<file path="config.mk">
export PLATFORM = sky130hd
export DESIGN_NAME = div_ctrl
export DESIGN_NICKNAME = d
export VERILOG_FILES = /design/src/rtl/div_ctrl.sv
export SDC_FILE = /design/constraint.sdc
export NUM_CORES = 1
export LEC_CHECK = 0
export ABC_AREA = 1
export BUFFER_PORTS_ARGS = -buffer_cell sky130_fd_sc_hd__buf_2
export CAP_MARGIN = 20
export CELL_PAD_IN_SITES_DETAIL_PLACEMENT = 1
export CELL_PAD_IN_SITES_GLOBAL_PLACEMENT = 1
export CORE_MARGIN = 2
export CORE_UTILIZATION = 36
export DETAILED_ROUTE_END_ITERATION = 16
export PLACE_DENSITY_LB_ADDON = 0.3
export SETUP_SLACK_MARGIN = 0.4
export SYNTH_ARGS = -nofsm -noshare
export SYNTH_HDL_FRONTEND = slang
export SYNTH_SLANG_ARGS = --single-unit
</file>
<file path="constraint.sdc">
create_clock -name clk -period 4.7 [get_ports clk]
set_clock_uncertainty 0.1 [all_clocks]
set_input_delay 0.94 -clock clk [delete_from_list [all_inputs] [get_ports clk]]
set_output_delay 0.94 -clock clk [all_outputs]
set_load 0.01 [all_outputs]
</file>
<file path="src/rtl/div_ctrl.sv">
`default_nettype none
// ============================================================================
// Module   : div_ctrl
// Brief    : Launches one divide at a time on the signed or unsigned
//            AXI-stream divider IP and holds the result until EXE takes it.
// Revision : 1.0 - initial release
// ============================================================================
module div_ctrl (
   input  logic        clk,
   input  logic        resetn,
   input  logic        req_valid,
   input  logic        req_signed,
   input  logic [31:0] req_dividend,
   input  logic [31:0] req_divisor,
   output logic        req_ready,
   input  logic        flush,
   output logic        res_valid,
   output logic [31:0] res_quotient,
   output logic [31:0] res_remainder,
   input  logic        res_ack,
   output logic        busy,
   output logic [31:0] dividend_tdata,
   output logic [31:0] divisor_tdata,
   output logic        s_dividend_tvalid,
   output logic        s_divisor_tvalid,
   input  logic        s_dividend_tready,
   input  logic        s_divisor_tready,
   output logic        u_dividend_tvalid,
   output logic        u_divisor_tvalid,
   input  logic        u_dividend_tready,
   input  logic        u_divisor_tready,
   input  logic        s_dout_tvalid,
   input  logic [63:0] s_dout_tdata,
   input  logic        u_dout_tvalid,
   input  logic [63:0] u_dout_tdata
);

   localparam logic [1:0] C_IDLE = 2'd0;
   localparam logic [1:0] C_SEND = 2'd1;
   localparam logic [1:0] C_WAIT = 2'd2;
   localparam logic [1:0] C_DONE = 2'd3;

   logic [1:0]  r_state;
   logic [1:0]  w_next;
   logic        r_kill;
   logic        r_signed;
   logic [31:0] r_dividend;
   logic [31:0] r_divisor;
   logic        r_dvd_valid;
   logic        r_dvs_valid;
   logic [31:0] r_quotient;
   logic [31:0] r_remainder;

   logic        w_accept;
   logic        w_dvd_hs;
   logic        w_dvs_hs;
   logic        w_sent;
   logic        w_in_flight;
   logic        w_dout_valid;
   logic [63:0] w_dout_data;
   logic        w_drop;

   // Only the IP chosen at accept time is driven or listened to.
   assign w_dvd_hs     = r_dvd_valid && (r_signed ? s_dividend_tready : u_dividend_tready);
   assign w_dvs_hs     = r_dvs_valid && (r_signed ? s_divisor_tready  : u_divisor_tready);
   assign w_sent       = (!r_dvd_valid || w_dvd_hs) && (!r_dvs_valid || w_dvs_hs);
   assign w_dout_valid = r_signed ? s_dout_tvalid : u_dout_tvalid;
   assign w_dout_data  = r_signed ? s_dout_tdata  : u_dout_tdata;
   assign w_in_flight  = (r_state == C_SEND) || (r_state == C_WAIT);
   assign w_drop       = r_kill || flush;
   assign w_accept     = req_valid && req_ready;

   assign dividend_tdata    = r_dividend;
   assign divisor_tdata     = r_divisor;
   assign s_dividend_tvalid = r_dvd_valid &&  r_signed;
   assign s_divisor_tvalid  = r_dvs_valid &&  r_signed;
   assign u_dividend_tvalid = r_dvd_valid && !r_signed;
   assign u_divisor_tvalid  = r_dvs_valid && !r_signed;
   assign res_quotient      = r_quotient;
   assign res_remainder     = r_remainder;

   always_ff @(posedge clk or negedge resetn) begin
      if (!resetn) begin
         r_state <= C_IDLE;
      end else begin
         r_state <= w_next;
      end
   end

   always_comb begin
      w_next = r_state;
      case (r_state)
         C_IDLE: if (w_accept) w_next = C_SEND;
         C_SEND: begin
            if (w_dout_valid)  w_next = w_drop ? C_IDLE : C_DONE;
            else if (w_sent)   w_next = C_WAIT;
         end
         C_WAIT: if (w_dout_valid) w_next = w_drop ? C_IDLE : C_DONE;
         C_DONE: if (res_ack || flush) w_next = C_IDLE;
         default: w_next = C_IDLE;
      endcase
   end

   always_comb begin
      req_ready = 1'b0;
      res_valid = 1'b0;
      busy      = 1'b1;
      case (r_state)
         C_IDLE: begin
            req_ready = !flush;
            busy      = 1'b0;
         end
         C_DONE:  res_valid = 1'b1;
         default: ;
      endcase
   end

   // A tvalid, once raised, stays up until its own handshake, flush or not.
   always_ff @(posedge clk or negedge resetn) begin
      if (!resetn) begin
         r_signed    <= 1'b0;
         r_dividend  <= 32'd0;
         r_divisor   <= 32'd0;
         r_dvd_valid <= 1'b0;
         r_dvs_valid <= 1'b0;
         r_kill      <= 1'b0;
         r_quotient  <= 32'd0;
         r_remainder <= 32'd0;
      end else begin
         if (w_accept) begin
            r_signed    <= req_signed;
            r_dividend  <= req_dividend;
            r_divisor   <= req_divisor;
            r_dvd_valid <= 1'b1;
            r_dvs_valid <= 1'b1;
         end else begin
            if (w_dvd_hs) r_dvd_valid <= 1'b0;
            if (w_dvs_hs) r_dvs_valid <= 1'b0;
         end

         if (w_in_flight && w_dout_valid) begin
            r_kill <= 1'b0;
         end else if (w_in_flight && flush) begin
            r_kill <= 1'b1;
         end

         if (w_in_flight && w_dout_valid && !w_drop) begin
            r_quotient  <= w_dout_data[63:32];
            r_remainder <= w_dout_data[31:0];
         end
      end
   end

endmodule
`default_nettype wire

</file>
After elaboration in Yosys (flattened, before gate mapping)
Index checks and enable logic that the tools add are counted.
Operators by class
  equal/unequal tests: 7
  muxes and demuxes: 20
  reduce and logical (&&, ||, !) cells: 26
Operators with widths (number)
  64-bit two-way mux: 1
  1-bit two-way mux: 12
  2-bit two-way mux: 6
  1-bit logical AND: 11
  2-bit one-hot mux with 4 select lines: 1
  2-bit inequality test, second input constant: 3
  2-bit nonzero test: 3
  1-bit logical NOT: 5
  1-bit logical OR: 5
  2-bit equality test, second input constant: 2
  4-bit AND reduction: 1
  3-bit inequality test, second input constant: 1
  2-bit by 1-bit equality test with 1-bit output, second input constant: 1
  2-bit logical NOT: 1
Storage, ports and cells
  bits in registers: 134
  input bits: 204
  output and inout port bits: 135

Longest topological paths before layout
Gate-level depths: netlist of the first run.
  depth after elaboration: 7
  depth in mapped cells: 10

Worst setup path after synthesis of the first run
Ideal clock, no wire load.
  path type: input -> output
  start: in flush
  end: out req_ready
  arrival: 1.060 ns
  required time: 3.660 ns
  setup slack: 2.600 ns
  cell stages on the path: 1
  path buffers: 0
  cells stage by stage: nor2_4
Between the ends
  cells in the longest elaborated chain, start to end: 2
RTL lines
  start, declared: line 16  | input logic flush,
  1-bit logical NOT: line 110  | req_ready = !flush;
  1-bit two-way mux: line 108  | case (r_state)
  end, declared: line 15  | output logic req_ready,
No other way between the ends.

Worst setup path after layout of the first run
  start: reg r_signed
  end: reg r_quotient[13], in the netlist res_quotient[13]
Between the ends
  cells in the longest elaborated chain, start to end: 3
RTL lines
  start, declared: line 46  | logic r_signed;
  start signal, assigned: line 131  | r_signed <= req_signed;
  1-bit two-way mux: line 67  | assign w_dout_valid = r_signed ? s_dout_tvalid : u_dout_tvalid;
  1-bit logical AND (2 in a row): line 147  | if (w_in_flight && w_dout_valid && !w_drop) begin
  end signal, assigned: line 148  | r_quotient <= w_dout_data[63:32];
  end, declared: line 51  | logic [31:0] r_quotient;
Parallel ways exist; a longest one is shown, timed or not.
A chain may end at the register's enable or synchronous reset.

==> impl_metrics.ini, run 1 <==
[clock_network]
cts.path.max_buffers = 2
holdBufCountCts = 0
postCtsSetupRepairBufs = 0
worstSkewPairLatency_ns = 0.41
cts_tree = built
cts-htree-levels = 4
path_clk_slew_ns = 0.06
cts_buffers = 17
cts_resized = 0
root_buffer = clkbuf_16
numClockSinks = 134

[sta]
worst_pin_slew_ns = 0.920
post-route-min-period_ns = 3.11
clock.fmax_ghz = 0.321
rsz0062_at_grt = no
setup_slack_ns = 1.59
fin_crit_sh_pct = 66.2
slew_headroom_pct = 38.7
final.setup.tns_ns = 0
setup_viol = 0
final-max-slew-violation-count = 0
hold_viol = 0

[logic_synthesis]
ys_types = 28
yosys_warnings = 0
netlist_instances = 558
yosysSeqAreaShare_pct = 53.6
syn_area_um2 = 6250
yosysTopAreaCell = dfrtp_1
synth_top_area_share_pct = 53.6
synth_area_leaders = dfrtp_1 54%, mux2_2 8.6%, o211ai_1 7.3%
syn-num-nets = 767
ys_ff_latch = 134
synth.avg_cell_area_um2 = 11.2

[layout]
drive_gt1_share_pct = 56.1
areaGrowthSynthToFinish_pct = 37.1
nets = 1088
finish.utilization_pct = 50.1
stdcell_count = 1118
mostFrequentLayoutCell = buf_2
mostFrequentLayoutCells = 337 x buf_2, 133 x dfrtp_1, 82 x nand2_1, 61 x o211ai_1

[floorplan]
dieWidth_um = 136
fp.dieH_um = 136
num_rows = 48
core_area_um2 = 17100
io_pins = 339
dieArea_um2 = 18400
initial_core_util_pct = 36.5

[detailed_routing]
routed.top_layer = met4
drt_iter0_drc = 167
drt-total-wl_um = 19800
viasPerCell = 4.81
vias = 5374
ant_nets = 0
drc = 0
drt_first_pass_iters = 5
wl_per_cell_um = 17.7
wl_met3_um = 942
routed-wl-met2_um = 10400
met1_length_um = 7920

[placement]
dp.cells = 1085
gp_congestion = 0.741
dp_slack_ns = 1.53
hpwl_um = 14200
port_buffers = 338

[critical_path]
cp.arrival_ns = 3.35
r2r_cells = 7
crit_fanout = 71
regToRegSetupSlack_ns = 1.59
critPathLaunchType = flip-flop
slowest_stage = nor2_8
endpoint_kind = flip-flop
rr_startpoint = r_signed
regToRegEndpoint = res_quotient[13]
crit_type = reg2reg
crit_path_cell_trace = buf_4 -> nand2_2 -> nand2_4 -> nand2_4 -> nor2_8 -> o211ai_1 -> nand2_1
required_ns = 4.94
cp_slowest_stage_delay_ns = 0.85
cpMostUsedCell = nand2_4

[grt]
grt_pass1_wl_um = 30200
track_usage_pct = 21.4
grt_max_degree = 77
grt-ovfl-total = 0
grt_pass1_vias = 5632
antenna_found_initial = 1

[min_path]
hold_end = res_quotient[30]
hp-class = reg2reg
hold_depth = 2
min_from = res_quotient[30]

[power]
finalPower_uw = 5680
p_leak_uw = 0.00453
ir_drop_v = 0.000341
cellPowerDensity_nw_per_um2 = 663

[flow_run]
max_cap_violations = 0

[outcome]
status = complete, no violations
## power breakdown
group	internal [uW]	leakage [uW]	switching [uW]
Sequential	1710	0.00164	276
Clock	840	0.000295	523
Combinational	999	0.00260	1330
Total	3550	0.00453	2130
## cells in the mapped netlist (all sizes together)
library cell,number
o211ai,64
clkbuf,11
nor2,9
nand3,6
o21ai,66
mux2,64
nand2,87
ha,5
buf,31
dfrtp,134
a21oi,5
inv,12
or2,64
## final cells by class
type,count,area (um^2)
inverter,12,47.5
clock inverter,14,174
fill,2027,8550
antenna,1,2.50
sequential,134,3350
tap,225,282
multi-input combinational,370,2540
timing repair buffer,344,1740
clock buffer,18,429
## critical path, delay by kind of cell (launching register included)
family | cells | cell delay, ns
and+or+nand+nor | 5 | 1.63
DFF | 1 | 0.38
buffers and inverters | 1 | 0.62
AOI/OAI and AO/OA | 1 | 0.22
## logic make-up after synthesis
logic type	count (synthesis)	synth area share (%)
AOI/OAI and AO/OA	135	13.6
adders and majority gates	5	1.00
buffers and inverters	54	5.78
DFF	134	53.6
muxes	64	12.5
and+or+nand+nor	166	13.5
## flip-flops by register name, summed over array words and instances, names as in the netlist
name and cells:
res_quotient 32, r_dvs_valid 1, r_kill 1, res_remainder 32, divisor_tdata 32, r_state 2
r_dvd_valid 1, dividend_tdata 32, r_signed 1
## metal layers
layer / global-route usage [%] / vias up
met5: 0 / -
met4: 7.81 / 0
met3: 4.30 / 28
met2: 38.1 / 167
met1: 25.5 / 2620
li1: - / 2559
## worst max path at each step
stage,start,to,depth (start not counted)
global route,r_signed,res_quotient[13],7
detailed placement,r_signed,res_quotient[10],7
floorplan,flush,req_ready,1
global placement,r_signed,res_quotient[5],7
finish,r_signed,res_quotient[13],7
CTS,r_signed,res_quotient[13],7
## metrics by stage
step / area [um^2] / hold WS [ns]
floorplan: 6250 / 0.390
global placement: 7970 / 0.367
detailed placement: 7970 / 0.373
CTS: 8570 / 0.387
global route: 8570 / 0.407
finish: 8570 / 0.382
Power figures use the tool's default switching activity.
==> inputs of run 2 (changes only) <==
- CORE_UTILIZATION: 36 -> 33
- clock period: 4.7 -> 3.25 ns (I/O delays scaled with it)
==> run 2 against run 1 <==
Worst setup slack got worse by 0.84 ns. Clock-buffer cell count decreased by 1. Utilization decreased by 3.7 points. First-iteration DRC count increased by 17%. Combinational power increased by 47%. Flip-flop and latch count unchanged. Critical endpoint is now s_dividend_tvalid. Largest power group unchanged.
==> impl_metrics.ini, run 2 (synthesis gave the netlist of run 1 again) <==
[placement]
dp_slack_ns = 0.977
hpwl_um = 14800
gp_congestion = 0.790
port_buffers = 338

[outcome]
status = complete, no violations

[detailed_routing]
drt_iter0_drc = 196
ant_nets = 0
drt_first_pass_iters = 6
wl_per_cell_um = 18.4
viasPerCell = 4.83
drt-total-wl_um = 20800
vias = 5448
drc = 0

[floorplan]
initial_core_util_pct = 33.5
core_area_um2 = 18600
dieArea_um2 = 20100
num_rows = 50
fp.dieH_um = 142
io_pins = 339
dieWidth_um = 142

[grt]
grt_max_degree = 69
antenna_found_initial = 1
track_usage_pct = 20.6
grt_pass1_vias = 5802
grt-ovfl-total = 0
grt_pass1_wl_um = 31900

[power]
cellPowerDensity_nw_per_um2 = 970
p_clk_share_pct = 24.5
switching_share_pct = 37.6
p_comb_share_pct = 40.8
finalPower_uw = 8390
p_leak_uw = 0.00456
power_frac_seq_pct = 34.6
internal_power_uw = 5240
ir_drop_v = 0.000377
p_switching_uw = 3150

[clock_network]
cts_tree = built
postCtsSetupRepairBufs = 0
cts_buffers = 17
path_clk_slew_ns = 0.06
root_buffer = clkbuf_16
cts-htree-levels = 4
cts_resized = 0
holdBufCountCts = 0
cts.path.max_buffers = 2
worstSkewPairLatency_ns = 0.42
numClockSinks = 134

[sta]
fin_crit_sh_pct = 77.0
slew_headroom_pct = 35.8
final-max-slew-violation-count = 0
setup_slack_ns = 0.749
worst_pin_slew_ns = 0.962
rsz0062_at_grt = no
setup_viol = 0
clock.fmax_ghz = 0.400
hold_viol = 0
final.setup.tns_ns = 0
post-route-min-period_ns = 2.50

[layout]
mostFrequentLayoutCells = 337 x buf_2, 133 x dfrtp_1, 82 x nand2_1, 61 x o211ai_1
nets = 1090
areaGrowthSynthToFinish_pct = 38.3
n_antenna_cell = 0
fill_cells = 2171
finish.utilization_pct = 46.4
mostFrequentLayoutCell = buf_2
drive_gt1_share_pct = 56.2

[min_path]
hp-class = in2async

[critical_path]
endpoint_kind = output pin
crit_fanout = 37
slowest_stage = dfrtp_2
path_delay_family = buffers and inverters
crit_type = reg2out
cp.arrival_ns = 1.75
crit_path_cell_trace = buf_4 -> nand2_1 -> inv_1 -> buf_2
cp_slowest_stage_delay_ns = 0.57
critPathLaunchType = flip-flop
required_ns = 2.50
crit_buf_inv = 3

[flow_run]
max_cap_violations = 0
[run 2: worst reg2reg max path, stage by stage (launching register included)]
cell	delay [ns]
dfrtp_1	0.41
inv_1	0.11
ha_1	0.22
inv_1	0.12
nor2_4	0.05
nand2_4	0.68
mux2_2	0.47
[run 2: worst paths after layout]
path / startpoint / to / slack (ns) / depth (start not counted)
worst max-delay path: r_signed / s_dividend_tvalid / 0.75 / 4
worst min-delay path: resetn / res_quotient[4] / 0.11 / 1
worst max register to register: r_state[0] / divisor_tdata[22] / 0.98 / 6
worst min register to register: res_quotient[13] / res_quotient[13] / 0.38 / 2
max in group asynchronous: resetn / res_quotient[22] / 2.06 / 2
min in group clk: req_dividend[16] / dividend_tdata[16] / 0.36 / 2
[run 2: power by group through the flow]
stage	combinational, uW	clock (uW)	sequential, uW
after global placement	3390	0	2880
after CTS	3520	2110	2920
after detailed placement	3490	0	2930
after global routing	3780	2190	3020
final	3430	2060	2910
after floorplan	1750	0	3240
[run 2: layout make-up]
class / count / area, um^2 / area share, %
Clock inverter: 14 / 199 / 2.30
Clock buffer: 17 / 425 / 4.92
Inverter: 12 / 47.5 / 0.550
Multi-Input combinational cell: 370 / 2540 / 29.4
Tap cell: 234 / 293 / 3.39
Timing Repair Buffer: 346 / 1780 / 20.6
Sequential cell: 134 / 3350 / 38.8
[run 2: routing by layer]
metal  share of wire [%]  track usage [%]  routed length, um
met2                  53             37.1              11100
met3                 4.8             4.66                991
met4                 2.1             7.05                431
met5               0.063                0                 13
met1                  40             24.2               8220
[run 2: through the flow]
step / instances / hold WS, ns / cell area (um^2)
after floorplan: 558 / 0.254 / 6250
after global placement: 1096 / 0.367 / 8020
after detailed placement: 1096 / 0.371 / 8020
after CTS: 1127 / 0.139 / 8650
after global routing: 1127 / 0.148 / 8650
final: 1127 / 0.110 / 8650
